File: config.mk
export PLATFORM = sky130hd
export DESIGN_NAME = gcd_controller
export DESIGN_NICKNAME = d
export VERILOG_FILES = /design/src/rtl/gcd_pkg.sv /design/src/rtl/gcd_iter_counter.sv /design/src/rtl/gcd_controller.sv
export SDC_FILE = /design/constraint.sdc
export NUM_CORES = 1
export LEC_CHECK = 0
export ABC_CLOCK_PERIOD_IN_PS = 1350
export BUFFER_PORTS_ARGS = -buffer_cell sky130_fd_sc_hd__buf_2
export CAP_MARGIN = 5
export CORE_ASPECT_RATIO = 0.7
export CORE_MARGIN = 2
export CORE_UTILIZATION = 28
export CTS_CLUSTER_DIAMETER = 200
export DETAILED_ROUTE_END_ITERATION = 12
export GPL_TIMING_DRIVEN = 0
export PLACE_DENSITY = 0.6
export SLEW_MARGIN = 15
export SYNTH_ARGS = -nofsm -noshare
export SYNTH_HDL_FRONTEND = slang
export SYNTH_SLANG_ARGS = --single-unit
File: constraint.sdc
create_clock -name clk -period 1.35 [get_ports clk]
set_input_delay 0.0675 -clock clk [delete_from_list [all_inputs] [get_ports clk]]
set_output_delay 0.0675 -clock clk [all_outputs]
set_load 0.03 [all_outputs]
File: src/rtl/gcd_pkg.sv
// Shared encodings for the subtract-based GCD controller: FSM state codes and
// datapath mux select values.
package gcd_pkg;

  typedef logic [2:0] gcd_state_t;

  localparam logic [2:0] IDLE   = 3'd0;
  localparam logic [2:0] LOAD_A = 3'd1;
  localparam logic [2:0] LOAD_B = 3'd2;
  localparam logic [2:0] CHECK  = 3'd3;
  localparam logic [2:0] SUB_A  = 3'd4;
  localparam logic [2:0] SUB_B  = 3'd5;
  localparam logic [2:0] DONE   = 3'd6;
  localparam logic [2:0] ERR    = 3'd7;

  localparam logic SEL_A   = 1'b0;
  localparam logic SEL_B   = 1'b1;
  localparam logic BUS_SUB = 1'b0;
  localparam logic BUS_IN  = 1'b1;

endpackage

File: src/rtl/gcd_iter_counter.sv
// Subtraction counter for the GCD watchdog: clears at the start of a run,
// counts each subtraction and flags when the limit has been reached.
module gcd_iter_counter #(
  parameter int unsigned CNT_W    = 16,
  parameter int unsigned MAX_ITER = 'hFFFF
) (
  input  logic             clk,
  input  logic             rst,
  input  logic             clr,
  input  logic             inc,
  output logic [CNT_W-1:0] count,
  output logic             at_max
);

  localparam logic [CNT_W-1:0] MAX_VAL = CNT_W'(MAX_ITER);

  always_ff @(posedge clk) begin
    if (rst || clr) begin
      count <= '0;
    end else if (inc) begin
      count <= count + CNT_W'(1);
    end
  end

  // The controller tests at_max before every increment, so count never wraps.
  assign at_max = (count == MAX_VAL);

endmodule

File: src/rtl/gcd_controller.sv
// Control FSM for the 16-bit subtract-based GCD datapath, with a start/busy/
// done/err handshake, operand request strobes and a subtraction watchdog.
//
// state  | meaning
// IDLE   | waiting for start
// LOAD_A | capture operand A from data_in, clear iteration counter
// LOAD_B | capture operand B from data_in
// CHECK  | evaluate comparator flags, choose next action
// SUB_A  | A <= A - B, count one subtraction
// SUB_B  | B <= B - A, count one subtraction
// DONE   | one-cycle done pulse, result in register A
// ERR    | one-cycle err pulse, run aborted
module gcd_controller
  import gcd_pkg::*;
#(
  parameter int unsigned CNT_W    = 16,
  parameter int unsigned MAX_ITER = 'hFFFF
) (
  input  logic             clk,
  input  logic             rst,
  input  logic             start,
  input  logic             gt,
  input  logic             lt,
  input  logic             eq,
  output logic             ldA,
  output logic             ldB,
  output logic             sel1,
  output logic             sel2,
  output logic             sel_in,
  output logic             req_a,
  output logic             req_b,
  output logic             busy,
  output logic             done,
  output logic             err,
  output logic [CNT_W-1:0] iter_count
);

  gcd_state_t state;
  gcd_state_t state_nxt;
  logic       at_max;
  logic       cnt_clr;
  logic       cnt_inc;

  always_ff @(posedge clk) begin
    if (rst) begin
      state <= IDLE;
    end else begin
      state <= state_nxt;
    end
  end

  always_comb begin
    state_nxt = state;
    case (state)
      IDLE:    if (start) state_nxt = LOAD_A;
      LOAD_A:  state_nxt = LOAD_B;
      LOAD_B:  state_nxt = CHECK;
      CHECK: begin
        // A broken comparator must never be mistaken for a valid result.
        if (!$onehot({gt, lt, eq})) state_nxt = ERR;
        else if (eq)                state_nxt = DONE;
        else if (at_max)            state_nxt = ERR;
        else if (gt)                state_nxt = SUB_A;
        else                        state_nxt = SUB_B;
      end
      SUB_A:   state_nxt = CHECK;
      SUB_B:   state_nxt = CHECK;
      DONE:    state_nxt = IDLE;
      ERR:     state_nxt = IDLE;
      default: state_nxt = IDLE;
    endcase
  end

  always_comb begin
    ldA    = 1'b0;
    ldB    = 1'b0;
    sel1   = SEL_A;
    sel2   = SEL_A;
    sel_in = BUS_SUB;
    req_a  = 1'b0;
    req_b  = 1'b0;
    busy   = (state != IDLE);
    done   = 1'b0;
    err    = 1'b0;
    case (state)
      LOAD_A: begin
        sel_in = BUS_IN;
        ldA    = 1'b1;
        req_a  = 1'b1;
      end
      LOAD_B: begin
        sel_in = BUS_IN;
        ldB    = 1'b1;
        req_b  = 1'b1;
      end
      SUB_A: begin
        sel1 = SEL_A;
        sel2 = SEL_B;
        ldA  = 1'b1;
      end
      SUB_B: begin
        sel1 = SEL_B;
        sel2 = SEL_A;
        ldB  = 1'b1;
      end
      DONE:    done = 1'b1;
      ERR:     err  = 1'b1;
      default: ;
    endcase
  end

  assign cnt_clr = (state == LOAD_A);
  assign cnt_inc = (state == SUB_A) || (state == SUB_B);

  gcd_iter_counter #(
    .CNT_W    (CNT_W),
    .MAX_ITER (MAX_ITER)
  ) u_iter_counter (
    .clk    (clk),
    .rst    (rst),
    .clr    (cnt_clr),
    .inc    (cnt_inc),
    .count  (iter_count),
    .at_max (at_max)
  );

endmodule
==> summary.txt <==
Run status
  – Outcome: finished, violations left
  – Violated checks: setup timing

Cells and area
  – Area occupied by multi-input gates: 639 um2
  – Ant. Diodes: 0
  – Final #Nets: 175
  – Final non-filler cell area: 1510 um2
  – FF+latch area: 428 um2
  – Share of cells above drive strength 1: 52.4%
  – Final core occ: 46.7%
  – P&R area growth vs syn: 55.4%
  – Fillers: 323

Drt
  – Antenna Nets Post-Route: 0
  – Routed WL: 2720 um
  – Vias/cell: 4.78
  – Routed vias: 1019
  – Wire per inst: 12.8 um
  – DRC violations left: 0
  – Detailed Routing Iterations Pass 1: 4
  – Iter 0 DRT Violations: 45

Critical path
  – Reg-to-Reg Start: u_iter_counter.count[9]
  – Worst reg-to-reg setup slack: -80 ps
  – RR Endpoint: u_iter_counter.count[15]
  – R2R cell count: 4
  – Critical Path End Type: flip-flop
  – CP startpoint: u_iter_counter.count[9]
  – Crit-path max FO: 4
  – CP Class: reg -> reg
  – Crit start category: flip-flop
  – Worst EP arrival: 1620 ps
  – Data required time of the critical path: 1550 ps

Floorplanning
  – Row count: 17
  – Floorplan core area: 3230 um2
  – Die Y: 53.3 um
  – I/O pins: 32
  – Die Span X: 74.4 um
  – Initial Utilization: 30.0%
  – Die area: 3960 um2

Clocking
  – Max Buffers Root-to-Sink: 2
  – Num CTS Buffers: 3
  – H-Tree Depth: 1
  – CTS tree: built
  – Clk_lat worst skew: 260 ps
  – Clock Pin Slew Worst Setup and Hold Paths: 70 ps
  – Root buf cell: clkbuf_8
  – CTS sink cnt: 19

Global routing
  – Vias in the first global route: 889
  – Initial antenna violation count: 0
  – First-pass GRT wire length: 4170 um
  – Total grt overflow: 0
  – Largest net degree at the start of global routing: 12
  – GRT Overall Usage: 14.4%

Placed design
  – Area after DPL: 1250 um2
  – Gpl congestion: 0.825
  – Port buffer count: 31
  – Post-DP HPWL: 1810 um

Yosys
  – Syn Nets: 127
  – FFs w/ async S/R, synth: 0%
  – Yosys top cell area share: 39.2%
  – Synth area leaders: dfxtp_1 39%, nor2_1 6.6%, xor2_1 6.3%
  – Post-synth EDFFs: 0
  – Synthesized area per cell: 8.16 um2
  – Synth Cell Area: 971 um2
  – Syn Inst Count: 119
  – Count of different cell masters after synthesis: 33
  – Seq/Total Area, Yosys: 39.2%
  – Yosys warnings: 0
  – Synth Register Bits: 19
  – Post-synth top flop: dfxtp_1
  – Synth area leader: dfxtp_1

STA
  – Fin crit period: 1430 ps
  – Worst Tran Pin Value: 306 ps
  – Final number of hold-violating endpoints: 0
  – Fmax: 701 MHz
  – Slew Limit Fails: 0
  – Final clock skew: 2.46 ps
  – Final Cycle Share: 106%
  – Setup Viol. Count Final: 3
  – Rel. slew slack: 79.4%
  – Final setup margin: -75.8 ps
  – RSZ-0062 raised after global routing: yes

Worst hold path
  – Cells on Worst Hold Path: 2
  – Min-Delay Startpoint: eq
  – Worst hold path type: in -> reg
  – Worst hold endpoint: state[1]

Power and ir drop
  – LEAKAGE: 0.000615 uW
  – PD cells: 794 nW/um2
  – Power Total: 1200 uW
  – Max IR drop VDD: 331 uV

Run
  – Max Cap Viol: 0
==> where the power goes <==
part / switching [uW] / internal (uW) / total [uW]
combinational: 142 / 88.7 / 231
clock: 198 / 205 / 403
sequential: 13.0 / 550 / 563
total: 353 / 844 / 1200
==> worst max-delay path by stage <==
stage | end | cells past startpoint
6_report | u_iter_counter.count[15] | 4
5_1_grt | u_iter_counter.count[15] | 4
2_1_floorplan | ldA | 3
4_1_cts | u_iter_counter.count[15] | 4
3_5_place_dp | u_iter_counter.count[15] | 5
3_3_place_gp | u_iter_counter.count[15] | 5
==> stage by stage <==
stage	hold WS (ps)	setup WS (ps)	std cells	TNS, ps
floorplan	144	-87.8	119	-307
global placement	266	-183	197	-940
detailed placement	269	-223	197	-1210
CTS	102	-41.4	211	-109
global route	112	-118	213	-1080
finish	106	-75.8	213	-114
==> cells in the final DEF, fill, tap and decap left out, types with 2 or more instances in the layout <==
cell type,count
buf_6,3
nand3_1,4
nand4_1,4
and4_4,2
nor3_1,2
buf_4,15
dfxtp_2,5
clkbuf_8,4
nor2_1,16
buf_2,25
or3_1,3
nor3_2,2
xor2_1,7
a21oi_1,5
o21ai_0,5
dfxtp_4,11
dfxtp_1,3
inv_2,2
nand3_2,2
inv_1,3
xnor2_1,5
nand2_1,12
==> logic make-up after synthesis <==
| group | share of synthesized area [%] |
|---|---|
| flops | 39.2 |
| fa+ha+maj | 3.35 |
| compound gates | 10.7 |
| simple gates | 32.3 |
| buf+inv | 3.61 |
| xor+xnor | 10.8 |
==> layer usage <==
metal	routed length (um)	GRT usage (%)
met1	1330	18.3
met2	1230	22.3
met3	140	4.95
met4	27	5.65
met5	0	0
==> flip-flops by register name, indices dropped and copies added (netlist names) <==
| name | cells |
|---|---|
| state | 3 |
| u_iter_counter.count | 16 |
==> cells in the mapped netlist, types with 3 or more instances <==
cell type,number
o21ai_0,7
nand4_1,4
nand2_1,12
xnor2_1,5
nor3_1,4
nand3_1,7
xor2_1,7
or3_1,3
dfxtp_1,19
a21oi_1,5
nor2_1,17
inv_1,5
clkbuf_1,3
==> critical path, cell delays in order, from the launching register on <==
cell and delay [ps]:
dfxtp_4 370, nand4_4 120, or3_4 400, or3_1 350
a21oi_1 120
==> area by class of cell <==
| type | count | area share [%] |
|---|---|---|
| clock buffer | 3 | 2.74 |
| inverter | 5 | 1.24 |
| clock inverter | 1 | 0.332 |
| buffer | 3 | 2.65 |
| multi-input combinational | 91 | 42.4 |
| sequential | 19 | 28.4 |
| tap | 47 | 3.90 |
| timing repair buffer | 44 | 18.4 |
==> what timing repair did <==
action | 4_1_cts | 5_1_grt
pin swaps | 8 | 9
hold buffers | 1 | 0
gates resized for setup | 16 | 23
endpoints found under the setup margin | 24 | 24
cloned | 0 | 0
buffers inserted | 10 | 2
hold endpoints to repair | 1 | 0
(Power assumes the default switching activity.)
